===== config.mk =====
export PLATFORM = sky130hd
export DESIGN_NAME = nand_wr_data
export DESIGN_NICKNAME = d
export VERILOG_FILES = /design/src/rtl/nand_wr_data.sv
export SDC_FILE = /design/constraint.sdc
export NUM_CORES = 1
export LEC_CHECK = 0
export CORE_MARGIN = 1.5
export CORE_UTILIZATION = 25
export CTS_CLUSTER_SIZE = 14
export DETAILED_ROUTE_END_ITERATION = 10
export PLACE_DENSITY = 0.42
export SLEW_MARGIN = 10
export SYNTH_ARGS = -nofsm -noshare
export SYNTH_HDL_FRONTEND = slang
export SYNTH_SLANG_ARGS = --single-unit

===== constraint.sdc =====
create_clock -name CLK -period 5.6 [get_ports CLK]
set_input_delay 1.12 -clock CLK [delete_from_list [all_inputs] [get_ports CLK]]
set_output_delay 1.12 -clock CLK [all_outputs]
set_load 0.01 [all_outputs]

===== src/rtl/nand_wr_data.sv =====
// NAND page-program data-input phase: moves LEN upstream bytes onto DQ, one WEn pulse per byte.
// CLE/ALE stay low; Over pulses once when the last byte's WEn high phase completes.
module nand_wr_data #(
    parameter int unsigned tWP_cnt = 1,
    parameter int unsigned tWH_cnt = 1,
    parameter int unsigned LEN_W   = 13
) (
    input  logic             CLK,
    input  logic             RSTn,
    input  logic             Start,
    input  logic [LEN_W-1:0] LEN,
    output logic             Over,
    input  logic [7:0]       DIN,
    input  logic             DIN_VALID,
    output logic             DIN_READY,
    output logic             BUSY,
    output logic             CLE,
    output logic             ALE,
    output logic             WEn,
    output logic [7:0]       NAND_DQ
);

    localparam int unsigned CNT_W = 8;
    localparam logic [CNT_W-1:0] CNT_SAT = 8'hFE;
    localparam logic [CNT_W-1:0] WP_LIM  = CNT_W'(tWP_cnt);
    localparam logic [CNT_W-1:0] WH_LIM  = CNT_W'(tWH_cnt);

    typedef enum logic [4:0] {
        IDLE      = 5'b00001,
        WAIT_DATA = 5'b00010,
        WE_LOW    = 5'b00100,
        WE_HIGH   = 5'b01000,
        OVER      = 5'b10000
    } state_t;

    state_t           state;
    state_t           state_nxt;
    logic [LEN_W-1:0] remaining;
    logic [7:0]       data_reg;
    logic [CNT_W-1:0] wp_cnt;
    logic [CNT_W-1:0] wh_cnt;
    logic             wp_done;
    logic             wh_done;

    function automatic logic [CNT_W-1:0] sat_inc(input logic [CNT_W-1:0] v);
        return (v >= CNT_SAT) ? v : v + CNT_W'(1);
    endfunction

    assign wp_done   = (wp_cnt >= WP_LIM);
    assign wh_done   = (wh_cnt >= WH_LIM);
    assign DIN_READY = (state == WAIT_DATA);
    assign BUSY      = (state != IDLE);

    // State register
    always_ff @(posedge CLK or negedge RSTn) begin
        if (!RSTn) begin
            state <= IDLE;
        end else begin
            state <= state_nxt;
        end
    end

    // Next-state logic; any non-one-hot encoding falls back to IDLE
    always_comb begin
        state_nxt = IDLE;
        case (state)
            IDLE: begin
                if (Start) begin
                    state_nxt = (LEN == '0) ? OVER : WAIT_DATA;
                end else begin
                    state_nxt = IDLE;
                end
            end
            WAIT_DATA: state_nxt = DIN_VALID ? WE_LOW : WAIT_DATA;
            WE_LOW:    state_nxt = wp_done ? WE_HIGH : WE_LOW;
            WE_HIGH: begin
                if (wh_done) begin
                    state_nxt = (remaining == LEN_W'(1)) ? OVER : WAIT_DATA;
                end else begin
                    state_nxt = WE_HIGH;
                end
            end
            OVER:      state_nxt = IDLE;
            default:   state_nxt = IDLE;
        endcase
    end

    // Byte bookkeeping, phase counters and registered NAND pins
    always_ff @(posedge CLK or negedge RSTn) begin
        if (!RSTn) begin
            remaining <= '0;
            data_reg  <= '0;
            wp_cnt    <= '0;
            wh_cnt    <= '0;
            CLE       <= 1'b0;
            ALE       <= 1'b0;
            WEn       <= 1'b1;
            NAND_DQ   <= '0;
            Over      <= 1'b0;
        end else begin
            if ((state == IDLE) && Start && (LEN != '0)) begin
                remaining <= LEN;
            end else if ((state == WE_HIGH) && wh_done && (remaining != '0)) begin
                remaining <= remaining - LEN_W'(1);
            end

            if ((state == WAIT_DATA) && DIN_VALID) begin
                data_reg <= DIN;
            end

            wp_cnt <= (state == WE_LOW)  ? sat_inc(wp_cnt) : '0;
            wh_cnt <= (state == WE_HIGH) ? sat_inc(wh_cnt) : '0;

            CLE <= 1'b0;
            ALE <= 1'b0;
            WEn <= (state != WE_LOW);
            if ((state == WE_LOW) || (state == WE_HIGH)) begin
                NAND_DQ <= data_reg;
            end
            Over <= (state == OVER);
        end
    end

endmodule


# Yosys cells after proc, flatten, opt, wreduce, memory -nomap -nowiden
# Cells that the tools add are included.
# classes
n_addsub,3
n_lt_le_gt_ge,4
eq_ne,10
muxes,13
reduce_logical,10
# ops
op,n
2-to-1 mux 8 bit,4
2-to-1 mux 13 bit,2
nonzero test 13 bit,2
2-to-1 mux 5 bit,4
case mux 5 bit (4 select lines),1
"adder 8 x 1 -> 8 bit, second input constant",2
"greater-or-equal comparator 8 x 1 -> 1 bit, second input constant",2
"greater-or-equal comparator 8 bit, second input constant",2
"equality test 13 x 1 -> 1 bit, second input constant",1
logical NOT 13 bit,1
"subtractor 13 x 1 -> 13 bit, second input constant",1
"equality test 5 x 1 -> 1 bit, second input constant",1
"equality test 5 x 2 -> 1 bit, second input constant",1
"equality test 5 x 3 -> 1 bit, second input constant",1
"equality test 5 x 4 -> 1 bit, second input constant",1
"equality test 5 bit, second input constant",1
logical AND 1 bit,5
"inequality test 5 x 1 -> 1 bit, second input constant",1
"inequality test 5 x 3 -> 1 bit, second input constant",1
2-to-1 mux 4 bit,1
"inequality test 2 bit, second input constant",2
2-to-1 mux 3 bit,1
nonzero test 2 bit,1
logical OR 1 bit,1
# word_totals
register_bits,52
input_bits,25
out_inout_bits,14
elab_cells,48

# Depth between registers and ports, before layout
# depth
ltp_word,5
depth_mapped,8
depth_no_buf,7

# Least setup slack after synthesis
# OpenSTA, ideal clock, no wires.
# synth_timing
kind,input to register
start,in Start
end,reg remaining[11]
setup_time_ps,126
t_arrival_ps,2323
setup_slack_ps,3151
path_stages,5
n_path_buf,0
path_cell_list,inv_1 -> nor4_2 -> nand2_1 -> o311a_1 -> a221o_1
# synth_between
elab_chain_cells,3
elab_cells_between_ends,4
cone_classes,mux (1); reduce/logical (3)
# synth_rtl
element,line,rtl
from (decl),10,"input logic Start,"
logical AND 1 bit (*) (2 in series),101,if ((state == IDLE) && Start && (LEN != '0)) begin
2-to-1 mux 13 bit / nonzero test 2 bit (equally long branches),n/a,
to (signal assigned),104,remaining <= remaining - LEN_W'(1);
to (decl),38,logic [LEN_W-1:0] remaining;
# Every way passes the cells marked *; elsewhere a longest branch is shown, timed or not.
# A chain may end at the register's enable or synchronous reset.

# Worst setup path in the final report
# layout_timing
start,reg state[1]
end,out BUSY
# layout_between
elab_chain_cells,1
# layout_rtl
element,line,rtl
from (decl),36,state_t state;
from (signal assigned),59,state <= state_nxt;
inequality test 5 x 1 -> 1 bit,52,assign BUSY = (state != IDLE);
to (decl),16,"output logic BUSY,"
# Every way passes these cells.

==> results_dict.tcl <==
set metrics [dict create \
    cts_buffer_depth 2 \
    cts-root-buf "clkbuf_8" \
    dp_hpwl_mm 4.32 \
    p_comb_share_pct 32.2 \
    finalPower_mw 1.18 \
    ys_ff_latch 52 \
    grt_use_total_pct 11.4 \
    synth_cells 256 \
    hold_violations 0 \
    ys_seq_area_share_pct 49.1 \
    layout-drive-gt1-share_pct 10.1 \
    rsz0062_at_grt "false" \
    ys_types 48 \
    numPortBuffers 36 \
    grt_start_max_net_pins 53 \
    die_x_um 106 \
    fin_skew_ns 0.00427 \
    worst_ep_required_time_ns 4.48 \
    nNetsFinal 331 \
    p_leak_nw 1.36 \
    core_um2 10300 \
    drtIter0Drc 103 \
    hold_path.class "reg -> reg" \
    cts_tree "done" \
    crit_path_start_kind "flop" \
    antennaDiodeCount 0 \
    cts.sinks 52 \
    rr_worst_depth 7 \
    top_register "remaining" \
    totalWireLength_mm 6.15 \
    fmax_ghz 0.312 \
    grt_pass1_vias 2057 \
    async_reset_ff_share_pct 100 \
    htree_levels 2 \
    place_congestion 0.824 \
    cts_setup_buffers 0 \
    critPathMaxFanout 5 \
    p_clk_share_pct 20.0 \
    grt_overflow 0 \
    peakVddDrop_uv 123 \
    p_switching_mw 0.405 \
    postRouteAntennaNets 0 \
    arrival_ns 2.08 \
    setup.worst_path.end_class "output port" \
    path_clk_slew_ns 0.11 \
    initial_core_util_pct 25.7 \
    die-area_um2 11300 \
    drv_cap 0 \
    clock_latency_ns 0.31 \
    setup_violations 0 \
    hold_path_depth 1 \
    syn_avg_cell_area_um2 10.4 \
    rows 37 \
    via_per_inst 4.80 \
    via_count 2072 \
    power.internal_mw 0.771 \
    postCtsHoldBufs 0 \
    area_delta_synth_final_pct 22.4 \
    relSlewSlack_pct 49.5 \
    drc 0 \
    critPathKind "reg -> out" \
    cts_resized 0 \
    switching_share_pct 34.5 \
    ios 39 \
    maxSlewViolCount 0 \
    routedWlPerCell_um 14.2 \
    grt_pass1_wl_mm 10.2 \
    power_density_nw_per_um2 361 \
    grt_antenna_before_repair 0 \
    fin_setup_tns_ns 0 \
    worst_slew_pin_slew_ns 0.752 \
    drtPass1Iterations 4 \
    period_share_pct 57.2 \
    cts_buffers 5 \
    dominantRegCellSynth "dfrtp_1" \
    finalCriticalPeriod_ns 3.20 \
    fp.dieH_um 106 \
    syn_area_um2 2660 \
    status "completed" \
    largest_reg_flops 13 \
    synth_edf_count 0 \
    share_seq_of_total_power_pct 47.8 \
    yosysWarningCount 0 \
]
## cell type report
class	count	area, um2
tap	136	170
fill	1074	7070
timing repair buffer	37	363
multi-input combinational	182	1260
inverter	17	63.8
clock inverter	3	27.5
clock buffer	5	68.8
sequential	52	1300
## layout by cell type (no fill, tap or decap), types with 2 or more instances in the layout
cell type | netlist | final
nor3_1 | 11 | 11
a31oi_1 | 2 | 2
o21ai_0 | 9 | 9
mux2_2 | 16 | 16
ha_1 | 11 | 11
and4_1 | 2 | 2
nor4_1 | 6 | 6
and3_1 | 6 | 6
nand2_1 | 13 | 13
nand3_1 | 8 | 8
a211oi_1 | 3 | 3
xor2_1 | 4 | 4
or3_1 | 7 | 7
o211ai_1 | 2 | 2
o2111ai_1 | 2 | 2
inv_1 | 17 | 17
dfstp_2 | 2 | 2
xnor2_1 | 3 | 3
a21oi_1 | 8 | 8
nor2_1 | 26 | 26
clkbuf_8 | 0 | 5
nand4_1 | 4 | 4
nor3b_1 | 2 | 2
conb_1 | 1 | 2
o22ai_1 | 4 | 4
dfrtp_1 | 50 | 50
and2_1 | 3 | 3
o32ai_1 | 2 | 2
clkdlybuf4s50_1 | 0 | 35
a32o_1 | 2 | 2
a221o_1 | 3 | 3
mux2i_1 | 2 | 2
o311a_1 | 2 | 2
nor2b_1 | 4 | 4
## logic make-up after synthesis
group           share of synthesized area, %
compound gates                          12.9
xor+xnor                                2.31
fa+ha+maj                               5.18
buf+inv                                 3.81
flops                                   49.1
mux                                     7.53
other cells                            0.141
simple gates                            19.1
## critical path, cell delays in order, from the launching register on
cell	delay, ns
dfrtp_1	0.42
or3_1	0.43
or3_1	0.41
clkdlybuf4s50_1	0.51
## final timing paths
path / slack, ns / startpoint / endpoint
min in group asynchronous: 0.92 / RSTn / remaining[5]
max in group asynchronous: 4.23 / RSTn / wh_cnt[6]
worst min register to register: 0.51 / data_reg[1] / NAND_DQ[1]
worst max-delay path: 2.40 / state[1] / BUSY
worst max register to register: 3.00 / wh_cnt[0] / remaining[9]
worst min-delay path: 0.51 / data_reg[1] / NAND_DQ[1]
## power groups by stage
stage | sequential (mW) | clock [mW] | combinational, mW
2_1_floorplan | 0.558 | 0 | 0.239
3_3_place_gp | 0.568 | 0 | 0.379
3_5_place_dp | 0.568 | 0 | 0.383
4_1_cts | 0.561 | 0.246 | 0.383
5_1_grt | 0.577 | 0.256 | 0.423
6_report | 0.562 | 0.235 | 0.379
## per-layer routing
layer	vias to the layer above	track usage (%)	part of all wire (%)	wire length [um]
li1	1012	-	-	-
met1	1007	15.6	48	2950
met2	46	17.7	47	2870
met3	7	2.08	3.5	217
met4	0	4.73	1.8	109
met5	-	0	0	0
## Yosys cell counts (4+ instances only)
cell     number  area share [%]
a21oi_1       8             1.5
and3_1        6             1.4
dfrtp_1      50              47
ha_1         11             5.2
inv_1        17             2.4
mux2_2       16             6.8
nand2_1      13             1.8
nand3_1       8             1.5
nand4_1       4            0.94
nor2_1       26             3.7
nor2b_1       4            0.94
nor3_1       11             2.1
nor4_1        6             1.4
o21ai_0       9             1.7
o22ai_1       4            0.94
or3_1         7             1.6
xor2_1        4             1.3
## per-stage QoR
| stage | worst slack (ns) | area (um2) | hold WS [ns] | util, % | cells |
|---|---|---|---|---|---|
| 2_1_floorplan | 3.15 | 2660 | 0.475 | - | 257 |
| 3_3_place_gp | 2.27 | 3160 | 0.482 | 30.6 | 424 |
| 3_5_place_dp | 2.23 | 3160 | 0.489 | 30.6 | 424 |
| 4_1_cts | 2.36 | 3250 | 0.516 | 31.5 | 432 |
| 5_1_grt | 2.32 | 3250 | 0.532 | 31.5 | 432 |
| 6_report | 2.40 | 3250 | 0.511 | 31.5 | 432 |
(Power assumes the default switching activity.)
